===== src/rtl/sr_simd_alu.sv =====
// Multi-cycle packed-SIMD saturating ALU: KADD/KSUB/KSLL/KSRA over LANE_W lanes,
// LANES_PER_CYC lanes per BUSY cycle, with per-op overflow and a sticky vxsat flag.
module sr_simd_alu #(
  parameter int XLEN          = 32,
  parameter int LANE_W        = 8,
  parameter int LANES_PER_CYC = 1
) (
  input  logic            clk,
  input  logic            rst,
  input  logic            in_valid,
  output logic            in_ready,
  input  logic [XLEN-1:0] srcA,
  input  logic [XLEN-1:0] srcB,
  input  logic [1:0]      oper,
  output logic            out_valid,
  input  logic            out_ready,
  output logic [XLEN-1:0] result,
  output logic            zero,
  output logic            ov,
  output logic            vxsat,
  input  logic            vxsat_clr
);

  localparam int L    = XLEN / LANE_W;
  localparam int SHW  = $clog2(LANE_W);
  localparam int IDXW = $clog2(L + 1);
  localparam int WW   = 2 * LANE_W;

  localparam logic signed [WW-1:0] SAT_MAX = {{(LANE_W+1){1'b0}}, {(LANE_W-1){1'b1}}};
  localparam logic signed [WW-1:0] SAT_MIN = {{(LANE_W+1){1'b1}}, {(LANE_W-1){1'b0}}};

  if (LANES_PER_CYC < 1 || !(LANE_W == 8 || LANE_W == 16 || LANE_W == 32) ||
      (XLEN % (LANE_W * LANES_PER_CYC)) != 0) begin : g_param_chk
    $error("sr_simd_alu: illegal XLEN/LANE_W/LANES_PER_CYC combination");
  end

  localparam logic [1:0] OP_KADD = 2'b00;
  localparam logic [1:0] OP_KSUB = 2'b01;
  localparam logic [1:0] OP_KSLL = 2'b10;

  typedef enum logic [1:0] {S_IDLE, S_BUSY, S_DONE} state_t;

  state_t            state_q, state_d;
  logic [IDXW-1:0]   idx_q, idx_d;
  logic [XLEN-1:0]   res_q, res_d;
  logic              ov_q, ov_d;
  logic              vxsat_q, vxsat_d;
  logic [XLEN-1:0]   a_q, b_q;
  logic [1:0]        op_q;
  logic              accept, last;

  // Clamp a wide signed lane value into LANE_W bits; MSB of the return flags a clamp.
  function automatic logic [LANE_W:0] saturate(input logic signed [WW-1:0] v);
    if (v > SAT_MAX) return {1'b1, SAT_MAX[LANE_W-1:0]};
    if (v < SAT_MIN) return {1'b1, SAT_MIN[LANE_W-1:0]};
    return {1'b0, v[LANE_W-1:0]};
  endfunction

  // All ops are evaluated at 2*LANE_W bits, which holds every sum, difference and shift.
  function automatic logic [LANE_W:0] lane_op(input logic [LANE_W-1:0] a,
                                              input logic [LANE_W-1:0] b,
                                              input logic [1:0]        op,
                                              input logic [SHW-1:0]    sh);
    logic signed [WW-1:0] ea, eb, wide;
    ea = {{LANE_W{a[LANE_W-1]}}, a};
    eb = {{LANE_W{b[LANE_W-1]}}, b};
    case (op)
      OP_KADD: wide = ea + eb;
      OP_KSUB: wide = ea - eb;
      OP_KSLL: wide = ea <<< sh;
      default: wide = ea >>> sh;
    endcase
    return saturate(wide);
  endfunction

  assign accept = (state_q == S_IDLE) && in_valid;
  assign last   = (state_q == S_BUSY) && ((int'(idx_q) + LANES_PER_CYC) >= L);

  // Next-state logic
  always_comb begin
    state_d = state_q;
    case (state_q)
      S_IDLE:  if (in_valid)  state_d = S_BUSY;
      S_BUSY:  if (last)      state_d = S_DONE;
      S_DONE:  if (out_ready) state_d = S_IDLE;
      default:                state_d = S_IDLE;
    endcase
  end

  // Lane datapath: a slice of lanes per BUSY cycle, overflow accumulated across slices
  always_comb begin
    logic [LANE_W:0] lane_r;
    int              lane;
    idx_d  = idx_q;
    res_d  = res_q;
    ov_d   = ov_q;
    lane_r = '0;
    lane   = 0;
    if (accept) begin
      idx_d = '0;
      ov_d  = 1'b0;
    end else if (state_q == S_BUSY) begin
      for (int k = 0; k < LANES_PER_CYC; k++) begin
        lane   = int'(idx_q) + k;
        lane_r = lane_op(a_q[lane*LANE_W +: LANE_W], b_q[lane*LANE_W +: LANE_W],
                         op_q, b_q[SHW-1:0]);
        res_d[lane*LANE_W +: LANE_W] = lane_r[LANE_W-1:0];
        ov_d = ov_d | lane_r[LANE_W];
      end
      idx_d = idx_q + IDXW'(LANES_PER_CYC);
    end
  end

  // Sticky flag: a set on the DONE-entry edge beats a simultaneous clear
  always_comb begin
    vxsat_d = vxsat_q;
    if (last && ov_d)   vxsat_d = 1'b1;
    else if (vxsat_clr) vxsat_d = 1'b0;
  end

  always_ff @(posedge clk) begin
    if (rst) begin
      state_q <= S_IDLE;
      idx_q   <= '0;
      res_q   <= '0;
      ov_q    <= 1'b0;
      vxsat_q <= 1'b0;
    end else begin
      state_q <= state_d;
      idx_q   <= idx_d;
      res_q   <= res_d;
      ov_q    <= ov_d;
      vxsat_q <= vxsat_d;
    end
  end

  // Operand capture needs no reset; it is only read after an accept
  always_ff @(posedge clk) begin
    if (accept) begin
      a_q  <= srcA;
      b_q  <= srcB;
      op_q <= oper;
    end
  end

  // Outputs
  always_comb begin
    in_ready  = (state_q == S_IDLE);
    out_valid = (state_q == S_DONE);
  end

  assign result = res_q;
  assign zero   = (res_q == '0);
  assign ov     = ov_q;
  assign vxsat  = vxsat_q;

endmodule


===== config.mk =====
export PLATFORM = sky130hd
export DESIGN_NAME = sr_simd_alu
export DESIGN_NICKNAME = d
export VERILOG_FILES = /design/src/rtl/sr_simd_alu.sv
export SDC_FILE = /design/constraint.sdc
export NUM_CORES = 1
export LEC_CHECK = 0
export BUFFER_PORTS_ARGS = -buffer_cell sky130_fd_sc_hd__buf_2
export CAP_MARGIN = 25
export CORE_MARGIN = 4
export CORE_UTILIZATION = 57
export CTS_CLUSTER_SIZE = 40
export DETAILED_ROUTE_END_ITERATION = 7
export GPL_TIMING_DRIVEN = 0
export HOLD_SLACK_MARGIN = 0.06
export PLACE_DENSITY = 0.8
export SETUP_SLACK_MARGIN = 0.2
export SLEW_MARGIN = 10
export SYNTH_ARGS = -nofsm -noshare
export SYNTH_HDL_FRONTEND = slang
export SYNTH_SLANG_ARGS = --single-unit

===== constraint.sdc =====
create_clock -name clk -period 4.9 [get_ports clk]
set_clock_uncertainty 0.2 [all_clocks]
set_input_delay 0.735 -clock clk [delete_from_list [all_inputs] [get_ports clk]]
set_output_delay 0.735 -clock clk [all_outputs]
set_load 0.05 [all_outputs]

==> metrics.txt, run 1 <==
initial antenna violation count 0; fin area about 7100 um2; Internal 1.42 mW; Hold Path Depth 2; Clock Sinks about 110; post-DR wirelength/cell around 21 um; DR vias/cell 6.43; die height ~110 um; Logic pwr share 0.316; total track usage 0.278; H-tree Lvls 3; Vias 5455; Finished Layout Cells between 800 and 900; top cell type by total area after synthesis edfxtp_1; PD cells around 310 nW/um2; WS Path Type flip-flop to flip-flop; DRC viols 0; MaxCap Viol Count 0; Initial Util 0.587; total congestion overflow 0; DP HPWL 13400 um; WL final ~18000 um; syn_area_per_cell ~10 um2; final hold violations 0; CP Depth 17; Peak VDD IR ~0.00024 V; max-slew violations 0; Site Rows 37; Critical Path RT 4970 ps; Post-synth EDFFs 66; Slowest cell on crit path o41ai_4; asr flop ratio synth 0; Clk pin slew, worst setup/hold paths 100 ps; minimum clock period roughly 4600 ps; sw frac 0.348; R2R Setup Slk 340 ps; Seq pwr share 0.464; Hold Path Origin result[7]$_SDFFE_PP0P_; largest delay contributor family on the critical path compound AO/OA/AOI/OAI gates; status finished, final reports clean; endpoints failing setup 0; Primary FF master, synth edfxtp_1; Clk Tree Root Cell clkbuf_8; vias in the first global route 5111; total CTS buffers 9; 1st-iter DRT viols about 530; Area growth syn-to-layout 17.4%; Yosys cell types 78; final core utilization 0.689; Die Footprint approximately 12000 um2; hold crit path type flip-flop to flip-flop; Psw 758 uW; drt first pass iters 5; startpoint types flip-flop; Yosys reg bits 105; Synth top area share 0.326; first-pass GRT wire length around 27000 um; worst flop-to-flop path startpoint idx_q[1]$_SDFFE_PP0N_; Syn Inst Count just under 600; n_diodes 0; clock buffer depth 2; crit share post-route 0.931; die span in x between 100 and 150 um; most frequent cell after synthesis edfxtp_1; most common library cells after synthesis 66 x edfxtp_1, 42 x mux2i_1, 39 x dfxtp_1, 32 x a21oi_1, 32 x nor2_1; R2R Path End vxsat$_SDFFE_PP0P_; Clock Latency Late Sink between 300 and 400 ps; DP Cell Count 826; CP Buf/Inv Count 5; Top Ports around 110; DP Area between 6000 and 7000 um2; syn nets approximately 680; gpl congestion roughly 0.99; fmax between 200 and 250 MHz; max incr delay on CP 420 ps; Final ANT Viol Nets 0; Crit. End Element flip-flop; Synthesis Warnings 0; nets@finish between 700 and 800; CTS tree yes; crit path cell chain buf_6 > buf_6 > clkbuf_2 > clkbuf_4 > mux2i_1 > a21oi_1 > nand2_1 > ha_1 > clkbuf_2 > o21a_1 > o21a_1 > o21ai_0 > a211o_1 > o41ai_4 > a21oi_1 > a2111o_1 > a22o_1; worst r2r path cells 17; total power 2.18 mW; static leakage approximately 2.8 nW; Least-Margin Pin Slew roughly 800 ps; Buffers on Ports 106; Final TNS setup 0 ps; post-synthesis sequential area ratio 0.454; core area slightly above 10000 um2; RSZ-0062 raised after global routing false; largest net degree at the start of global routing 68; crit path max fanout 10; clock power share 0.220; Synth area leaders edfxtp_1 33%, dfxtp_1 13%, mux2i_1 6.9%; Post-CTS Hold Fix Bufs 0; Post-Synthesis Cell Area 6090 um2; layout cells sized above 1 0.250; hold path endpoint result[7]$_SDFFE_PP0P_; slew margin rel. 0.457; Arr. time, crit path about 4600 ps
-- cell type report --
class	count	area, um2
fillers	832	3220
multi-input cells	411	3170
flip-flops and latches	105	2760
repair buffers	112	576
plain buffers	36	180
well taps	136	170
clock buffers	10	128
inverters	32	124
clock inverters	6	41.3
-- sequential cells by signal, indices dropped and copies added, names as in the netlist --
signal	flops
a_q	32
b_q	32
idx_q	3
op_q	2
ov	1
result	32
state_q	2
vxsat	1
-- worst register-to-register path, cell delays in order, from the launching register on --
cell and delay, ps:
dfxtp_1 390, buf_6 150, buf_6 170, clkbuf_2 250, clkbuf_4 270, mux2i_1 120
a21oi_1 190, nand2_1 140, ha_1 330, clkbuf_2 170, o21a_1 130, o21a_1 160
o21ai_0 130, a211o_1 380, o41ai_4 420, a21oi_1 210, a2111o_1 410, a22o_1 210
-- per-stage QoR --
stage / hold WS [ps] / worst slack [ps]
floorplan: 300 / 756
CTS: 287 / 243
global route: 303 / 219
finish: 283 / 340
detailed placement: 273 / -492
global placement: 267 / -421
-- worst max-delay path by stage --
stage,from,endpoint,slack [ps]
5_1_grt,idx_q[1]$_SDFFE_PP0N_,vxsat$_SDFFE_PP0P_,220
2_1_floorplan,idx_q[1]$_SDFFE_PP0N_,vxsat$_SDFFE_PP0P_,760
6_report,idx_q[1]$_SDFFE_PP0N_,vxsat$_SDFFE_PP0P_,340
3_3_place_gp,idx_q[1]$_SDFFE_PP0N_,result[1]$_SDFFE_PP0P_,-420
3_5_place_dp,idx_q[1]$_SDFFE_PP0N_,result[1]$_SDFFE_PP0P_,-490
4_1_cts,b_q[0]$_DFFE_PP_,result[1]$_SDFFE_PP0P_,240
-- power groups by stage --
| stage | logic (mW) | clock network (mW) | registers (mW) |
|---|---|---|---|
| final | 0.689 | 0.480 | 1.01 |
| after floorplan | 0.396 | 0 | 1.07 |
| after CTS | 0.634 | 0.488 | 1.01 |
| after detailed placement | 0.613 | 0 | 1.03 |
| after global routing | 0.735 | 0.534 | 1.02 |
| after global placement | 0.604 | 0 | 1.03 |
-- layout by cell type, fill, tap and decap left out, types with 6 or more instances in the layout --
cell type and count:
ha_1 17, clkbuf_8 9, nand3_1 21, nor2_1 32, and2_1 8, a211oi_1 8
o21ai_1 8, inv_1 27, clkbuf_1 21, edfxtp_1 66, mux4_2 7, nor2b_1 10
nand2b_1 6, o221ai_1 16, o21ai_0 21, dfxtp_1 39, buf_2 111, o211ai_1 13
mux2i_1 40, nor3_1 13, nand2_1 30, nor4_1 10, buf_4 8, a21oi_1 31
nand4_1 7
-- cell families (layout without fill, tap and decap cells) --
kind of cell    count (synthesis)  count (layout)  synth area share
buf+inv                        68             196            0.0463
flops                         105             105             0.454
compound gates                173             173             0.210
mux                            53              53             0.102
xor+xnor                        5               5           0.00720
simple gates                  160             160             0.137
fa+ha+maj                      20              20            0.0436
-- per-layer routing --
metal	GRT usage	vias up	share of wire
met5	0	-	0
met2	0.436	305	0.46
met1	0.389	2590	0.43
met4	0.0925	0	0.024
li1	-	2524	-
met3	0.0582	36	0.088
-- what timing repair did --
action | 4_1_cts | 5_1_grt
resized for setup | 10 | 23
endpoints found under the setup margin | 32 | 30
buffers inserted | 1 | 5
cloned | 0 | 0
pin swaps | 1 | 3
Power figures use the tool's default switching activity.
==> run 2, diff against run 1 <==
- ABC_AREA: default -> 1
- CORE_UTILIZATION: 57 -> 56
- PLACE_DENSITY: 0.8 -> 0.79
==> run 2 against run 1 <==
Net effect: clock power up 18%; sequential power about the same; register-to-register slack better by 270 ps; non-clock buffer count down 13; combinational power about the same; via count up 0.37%; critical path type unchanged.
==> metrics.txt, run 2 <==
DRC viols 0 (unchanged); Clk pin slew, worst setup/hold paths 110 ps (about the same); Final TNS setup 0 ps (unchanged); startpoint types flip-flop; Area growth syn-to-layout 16.0%; MaxCap Viol Count 0 (unchanged); Arr. time, crit path 4370 ps (-260 ps); first-pass GRT wire length 25000 um (-8.6%); most common library cells after synthesis 166 x nand2_1, 138 x inv_1, 67 x nand3_1, 66 x edfxtp_1, 57 x a21oi_1; Clock Latency Late Sink 380 ps (about the same); most frequent cells in the layout 166 x nand2_1, 137 x inv_1, 111 x buf_2; total congestion overflow 0 (unchanged); Syn Inst Count 770 (+32%); Synth top area share 0.332 (+0.00635); # fillers 909 (+9.3%); WL final 15000 um (-14%); hold path endpoint vxsat$_SDFFE_PP0P_; asr flop ratio synth 0 (unchanged); Vias 5475 (+0.37%); WS Path Type flip-flop to flip-flop; R2R Setup Slk 610 ps (+270 ps); final core utilization 0.667 (-0.0217); total CTS buffers 9 (unchanged); Crit. End Element flip-flop; Critical Path RT 4980 ps (about the same); fmax 233 MHz (+6.2%); layout cells sized above 1 0.194 (-0.0565); R2R Path End result[4]$_SDFFE_PP0P_; n_diodes 0 (unchanged); Post-Synthesis Cell Area 5970 um2 (-1.9%); crit path max fanout 10 (unchanged); largest net degree at the start of global routing 38 (-44%); Buffers on Ports 106 (unchanged); Clock Sinks 105 (unchanged); total track usage 0.250 (-0.0281); die height 111 um (about the same); drt first pass iters 6 (+1); clock buffer depth 2 (unchanged); crit share post-route 0.876 (-0.0547); DP HPWL 11800 um (-11%); PD cells 329 nW/um2 (+7.7%); Top Ports 108 (unchanged); slew margin rel. 0.533 (+0.0760); Final ANT Viol Nets 0 (unchanged); Worst Setup SP b_q[1]$_DFFE_PP_; WHS 276 ps (-7.23 ps); minimum clock period 4290 ps (-268 ps); Die Footprint 12400 um2 (-0.15%); Finished Layout Cells 1030 (+21%); Peak VDD IR 0.000283 V (+16%); Synth area leaders edfxtp_1 33%, dfxtp_1 13%, nand2_1 10%; Yosys cell types 40 (-49%); Primary FF master, synth edfxtp_1; post-DR wirelength/cell 14.6 um (-29%); hold crit path type flip-flop to flip-flop; top cell type by total area after synthesis edfxtp_1; Clk Tree Root Cell clkbuf_8; Least-Margin Pin Slew 700 ps (-115 ps); DP Cell Count 1013 (+23%); 1st-iter DRT viols 427 (-20%); nets@finish 980 (+23%); die span in x 111 um (about the same); RSZ-0062 raised after global routing false; max-slew violations 0 (unchanged); endpoints failing setup 0 (unchanged); static leakage 3.43 nW (+23%); Hold Path Depth 2 (unchanged); H-tree Lvls 3 (unchanged); Post-CTS Hold Fix Bufs 0 (unchanged); Initial Util 0.576 (-0.0112); CTS tree yes; syn nets 861 (+28%); final hold violations 0 (unchanged); core area 10400 um2 (unchanged); gpl congestion 0.892 (-10%); Post-synth EDFFs 66 (unchanged); DR vias/cell 5.32 (-17%); worst flop-to-flop path startpoint b_q[1]$_DFFE_PP_; vias in the first global route 5254 (+2.8%); commonest non-fill, non-tap cell in the layout nand2_1; status finished, final reports clean; most frequent cell after synthesis nand2_1; post-synthesis sequential area ratio 0.463 (+0.00885); Yosys reg bits 105 (unchanged); worst r2r path cells 22 (+5); syn_area_per_cell 7.75 um2 (-26%); Hold Path Origin vxsat$_SDFFE_PP0P_; Site Rows 37 (unchanged); initial antenna violation count 0 (unchanged); Synthesis Warnings 0 (unchanged)
==> run 2: layout make-up <==
type                    instances  area [um2]  area share
multi-input cells             493        2530       0.366
well taps                     136         170      0.0246
flip-flops and latches        105        2760       0.399
clock inverters                 5        53.8     0.00777
plain buffers                  27         133      0.0192
inverters                     145         547      0.0790
clock buffers                  11         163      0.0235
repair buffers                108         558      0.0806
==> run 2: timing repair <==
action                     in CTS  in global routing
setup buffers                   0                  1
setup endpoints to repair       0                 30
gates resized for setup         0                  7
==> run 2: how the worst max path moves through the flow <==
stage	end	cells after the start
after floorplan	vxsat$_SDFFE_PP0P_	24
after global placement	vxsat$_SDFFE_PP0P_	24
after detailed placement	vxsat$_SDFFE_PP0P_	24
after CTS	vxsat$_SDFFE_PP0P_	24
after global routing	vxsat$_SDFFE_PP0P_	25
final	result[4]$_SDFFE_PP0P_	22
==> run 2: cell families (layout without fill, tap and decap cells) <==
group	after synthesis	in the layout	share of synthesized area
flops	105	105	0.463
xor+xnor	2	2	0.00293
buf+inv	172	296	0.113
simple gates	330	330	0.250
fa+ha+maj	20	20	0.0444
compound gates	141	141	0.126
==> run 2: per-stage QoR <==
stage / cell area [um2] / power [mW] / setup WS [ps]
6_report: 6920 / 2.27 / 608
5_1_grt: 6920 / 2.42 / 206
4_1_cts: 6910 / 2.28 / 492
3_5_place_dp: 6690 / 1.72 / 511
3_3_place_gp: 6670 / 1.70 / 530
2_1_floorplan: 5970 / 1.53 / 1320
==> run 2: power breakdown <==
part	total, mW	switching [mW]	internal [mW]
combinational	0.692	0.478	0.214
sequential	1.02	0.0187	0.997
clock	0.567	0.325	0.242
==> run 2: metal layers <==
| metal | up-vias | routed length (um) | GRT usage |
|---|---|---|---|
| li1 | 2738 | - | - |
| met1 | 2502 | 6540 | 0.329 |
| met2 | 208 | 7260 | 0.422 |
| met3 | 27 | 938 | 0.0459 |
| met4 | 0 | 294 | 0.0738 |
| met5 | - | 0 | 0 |
==> run 2: worst max-delay path: stages, from the launching register on <==
cell      delay [ps]
edfxtp_1         520
inv_1            110
clkbuf_1         240
buf_2            260
a21oi_1          170
o21ai_0          110
a21oi_2          220
inv_1            140
fa_1             430
or2_2            300
nand2_1           70
a21oi_1          110
o21ai_1          160
or2_2            120
nand3_1           70
nand2_2          130
inv_2             50
nand2_2          130
inv_1            120
nand2_4          150
nand2_2          120
o21ai_0          180
inv_1             60
==> run 3, diff against run 2 <==
- CORE_UTILIZATION: 56 -> 58
- CTS_BUF_LIST: default -> sky130_fd_sc_hd__clkbuf_4 sky130_fd_sc_hd__clkbuf_8
- PLACE_DENSITY: 0.79 -> 0.82
==> run 3 against run 2 <==
Net effect: die area down 3.2%; wire length up 1.7%; sequential power about the same; final area down 0.27%; setup slack worse by 28 ps; sequential cell count unchanged; register-to-register slack worse by 30 ps; clock power down 0.7%; global-route usage up 1.9 points; non-clock buffer count down 1; count of clock-buffer cells in the layout unchanged; combinational power up 0.9%.
==> metrics.txt, run 3 (synthesis gave the netlist of run 2 again) <==
max incr delay on CP 420 ps (-100 ps); crit path max fanout 10 (unchanged); Internal 1.47 mW (+1.0%); core area 9910 um2 (-4.4%); Vias 5477 (+0.037%); crit path cell chain buf_4 > inv_2 > buf_4 > clkbuf_1 > o21ai_0 > a21oi_1 > inv_1 > fa_1 > or2_2 > nand2_1 > a21oi_1 > o21ai_1 > or2_2 > nand3_1 > nand2_2 > inv_2 > nand2_2 > inv_1 > nand2_4 > nand2_2 > o21ai_0 > inv_1; die height 109 um (-1.6%); minimum clock period 4320 ps (+27.5 ps); hold crit path type flip-flop to flip-flop; clock buffer depth 2 (unchanged); n_diodes 0 (unchanged); Worst Setup SP idx_q[0]$_SDFFE_PP0N_; largest delay contributor family on the critical path buffers and inverters; MaxCap Viol Count 0 (unchanged); WL final 15300 um (+1.7%); worst flop-to-flop path startpoint idx_q[0]$_SDFFE_PP0N_; CP Buf/Inv Count 8 (+1); min setup slack post-route 581 ps (-27.5 ps); post-DR wirelength/cell 14.9 um (+2.1%); Area growth syn-to-layout 15.6%; Site Rows 36 (-2.7%); crit share post-route 0.881 (+0.00562); nets@finish 979 (-0.10%); Peak VDD IR 0.000222 V (-22%); PD cells 330 nW/um2 (+0.36%); Clk pin slew, worst setup/hold paths 100 ps (about the same); Seq pwr share 0.446 (about the same); endpoints failing setup 0 (unchanged); commonest non-fill, non-tap cell in the layout nand2_1; CTS tree yes; RSZ-0062 raised after global routing false; Clock Latency Late Sink 380 ps (about the same); Finished Layout Cells 1026 (-0.39%); Critical Path RT 4970 ps (about the same); Multi-input gate area 2540 um2 (+0.15%); Clock Sinks 105 (unchanged); total CTS buffers 9 (unchanged); layout cells sized above 1 0.191 (-0.00202); DRC viols 0 (unchanged); R2R Setup Slk 580 ps (-30 ps); max-slew violations 0 (unchanged); Logic pwr share 0.307 (+0.003); Hold Path Depth 2 (unchanged); largest net degree at the start of global routing 36 (-5.3%); clock power share 0.247 (-0.002); vias in the first global route 5221 (-0.63%); dpl ws 419 ps (-92.6 ps); Clk Tree Root Cell clkbuf_8; Top Ports 108 (unchanged); Final ANT Viol Nets 0 (unchanged); end point of the critical path result[4]$_SDFFE_PP0P_; slew margin rel. 0.555 (+0.0224); gpl congestion 1.03 (+15%); status finished, final reports clean; first-pass GRT wire length 24900 um (-0.36%); total congestion overflow 0 (unchanged); WS Path Type flip-flop to flip-flop; Register Area 2760 um2 (unchanged); DR vias/cell 5.34 (+0.43%); initial antenna violation count 0 (unchanged); DP Cell Count 1010 (-0.30%); Least-Margin Pin Slew 666 ps (-33.6 ps); total track usage 0.269 (+0.0190); fmax 232 MHz (-0.64%); die span in x 109 um (-1.6%); final hold violations 0 (unchanged); DP HPWL 12100 um (+2.6%); Slowest cell on crit path fa_1; H-tree Lvls 3 (unchanged); Arr. time, crit path 4390 ps (+20 ps); startpoint types flip-flop; CP Depth 22 (unchanged); Psw 809 uW (-1.5%); static leakage 3.41 nW (-0.61%); 1st-iter DRT viols 376 (-12%); Buffers on Ports 106 (unchanged); # fillers 836 (-8.0%); R2R Path End result[4]$_SDFFE_PP0P_; Initial Util 0.602 (+0.0267); worst r2r path cells 22 (unchanged); Final TNS setup 0 ps (unchanged); Crit. End Element flip-flop; Die Footprint 12000 um2 (-3.2%); most frequent cells in the layout 166 x nand2_1, 137 x inv_1, 110 x buf_2; final core utilization 0.697 (+0.0291); drt first pass iters 6 (unchanged); sw frac 0.355 (-0.00589)
-- run 3: worst min-delay path, stage by stage (launching register included) --
cell	delay, ps
dfxtp_1	320
nand3b_1	80
nand2_1	50
-- run 3: final cells by class --
class                           count  share of cell area
Buffer                             27              0.0189
Clock buffer                       11              0.0210
Clock inverter                      5             0.00906
Inverter                          145              0.0792
Multi-Input combinational cell    493               0.368
Sequential cell                   105               0.400
Tap cell                          133              0.0241
Timing Repair Buffer              107              0.0798
-- run 3: power by group through the flow --
stage	clock, mW	sequential, mW	combinational, mW
2_1_floorplan	0	1.07	0.461
3_5_place_dp	0	1.04	0.688
3_3_place_gp	0	1.04	0.672
4_1_cts	0.564	1.02	0.691
6_report	0.563	1.02	0.698
5_1_grt	0.603	1.02	0.778
-- run 3: worst min path at each step --
stage,startpoint,end
5_1_grt,srcB[22],b_q[22]$_DFFE_PP_
4_1_cts,vxsat$_SDFFE_PP0P_,vxsat$_SDFFE_PP0P_
3_5_place_dp,vxsat$_SDFFE_PP0P_,vxsat$_SDFFE_PP0P_
6_report,vxsat$_SDFFE_PP0P_,vxsat$_SDFFE_PP0P_
3_3_place_gp,vxsat$_SDFFE_PP0P_,vxsat$_SDFFE_PP0P_
2_1_floorplan,state_q[1]$_SDFFE_PP0P_,idx_q[0]$_SDFFE_PP0N_
-- run 3: metal layers --
| layer | up-vias | track usage | wire length, um |
|---|---|---|---|
| met2 | 184 | 0.446 | 7260 |
| met5 | - | 0 | 0 |
| met4 | 0 | 0.0962 | 380 |
| met3 | 31 | 0.0499 | 953 |
| li1 | 2740 | - | - |
| met1 | 2522 | 0.354 | 6700 |
-- run 3: per-stage QoR --
| step | power [mW] | cell area (um2) | hold WS, ps |
|---|---|---|---|
| 2_1_floorplan | 1.53 | 5970 | 352 |
| 3_3_place_gp | 1.71 | 6670 | 261 |
| 3_5_place_dp | 1.72 | 6690 | 270 |
| 4_1_cts | 2.27 | 6890 | 285 |
| 5_1_grt | 2.40 | 6900 | 306 |
| 6_report | 2.28 | 6900 | 279 |
-- run 3: repair_timing --
action | CTS | global route
resized for setup | 0 | 3
setup buffers | 0 | 0
setup endpoints to repair | 0 | 30
hold buffers | 0 | 0
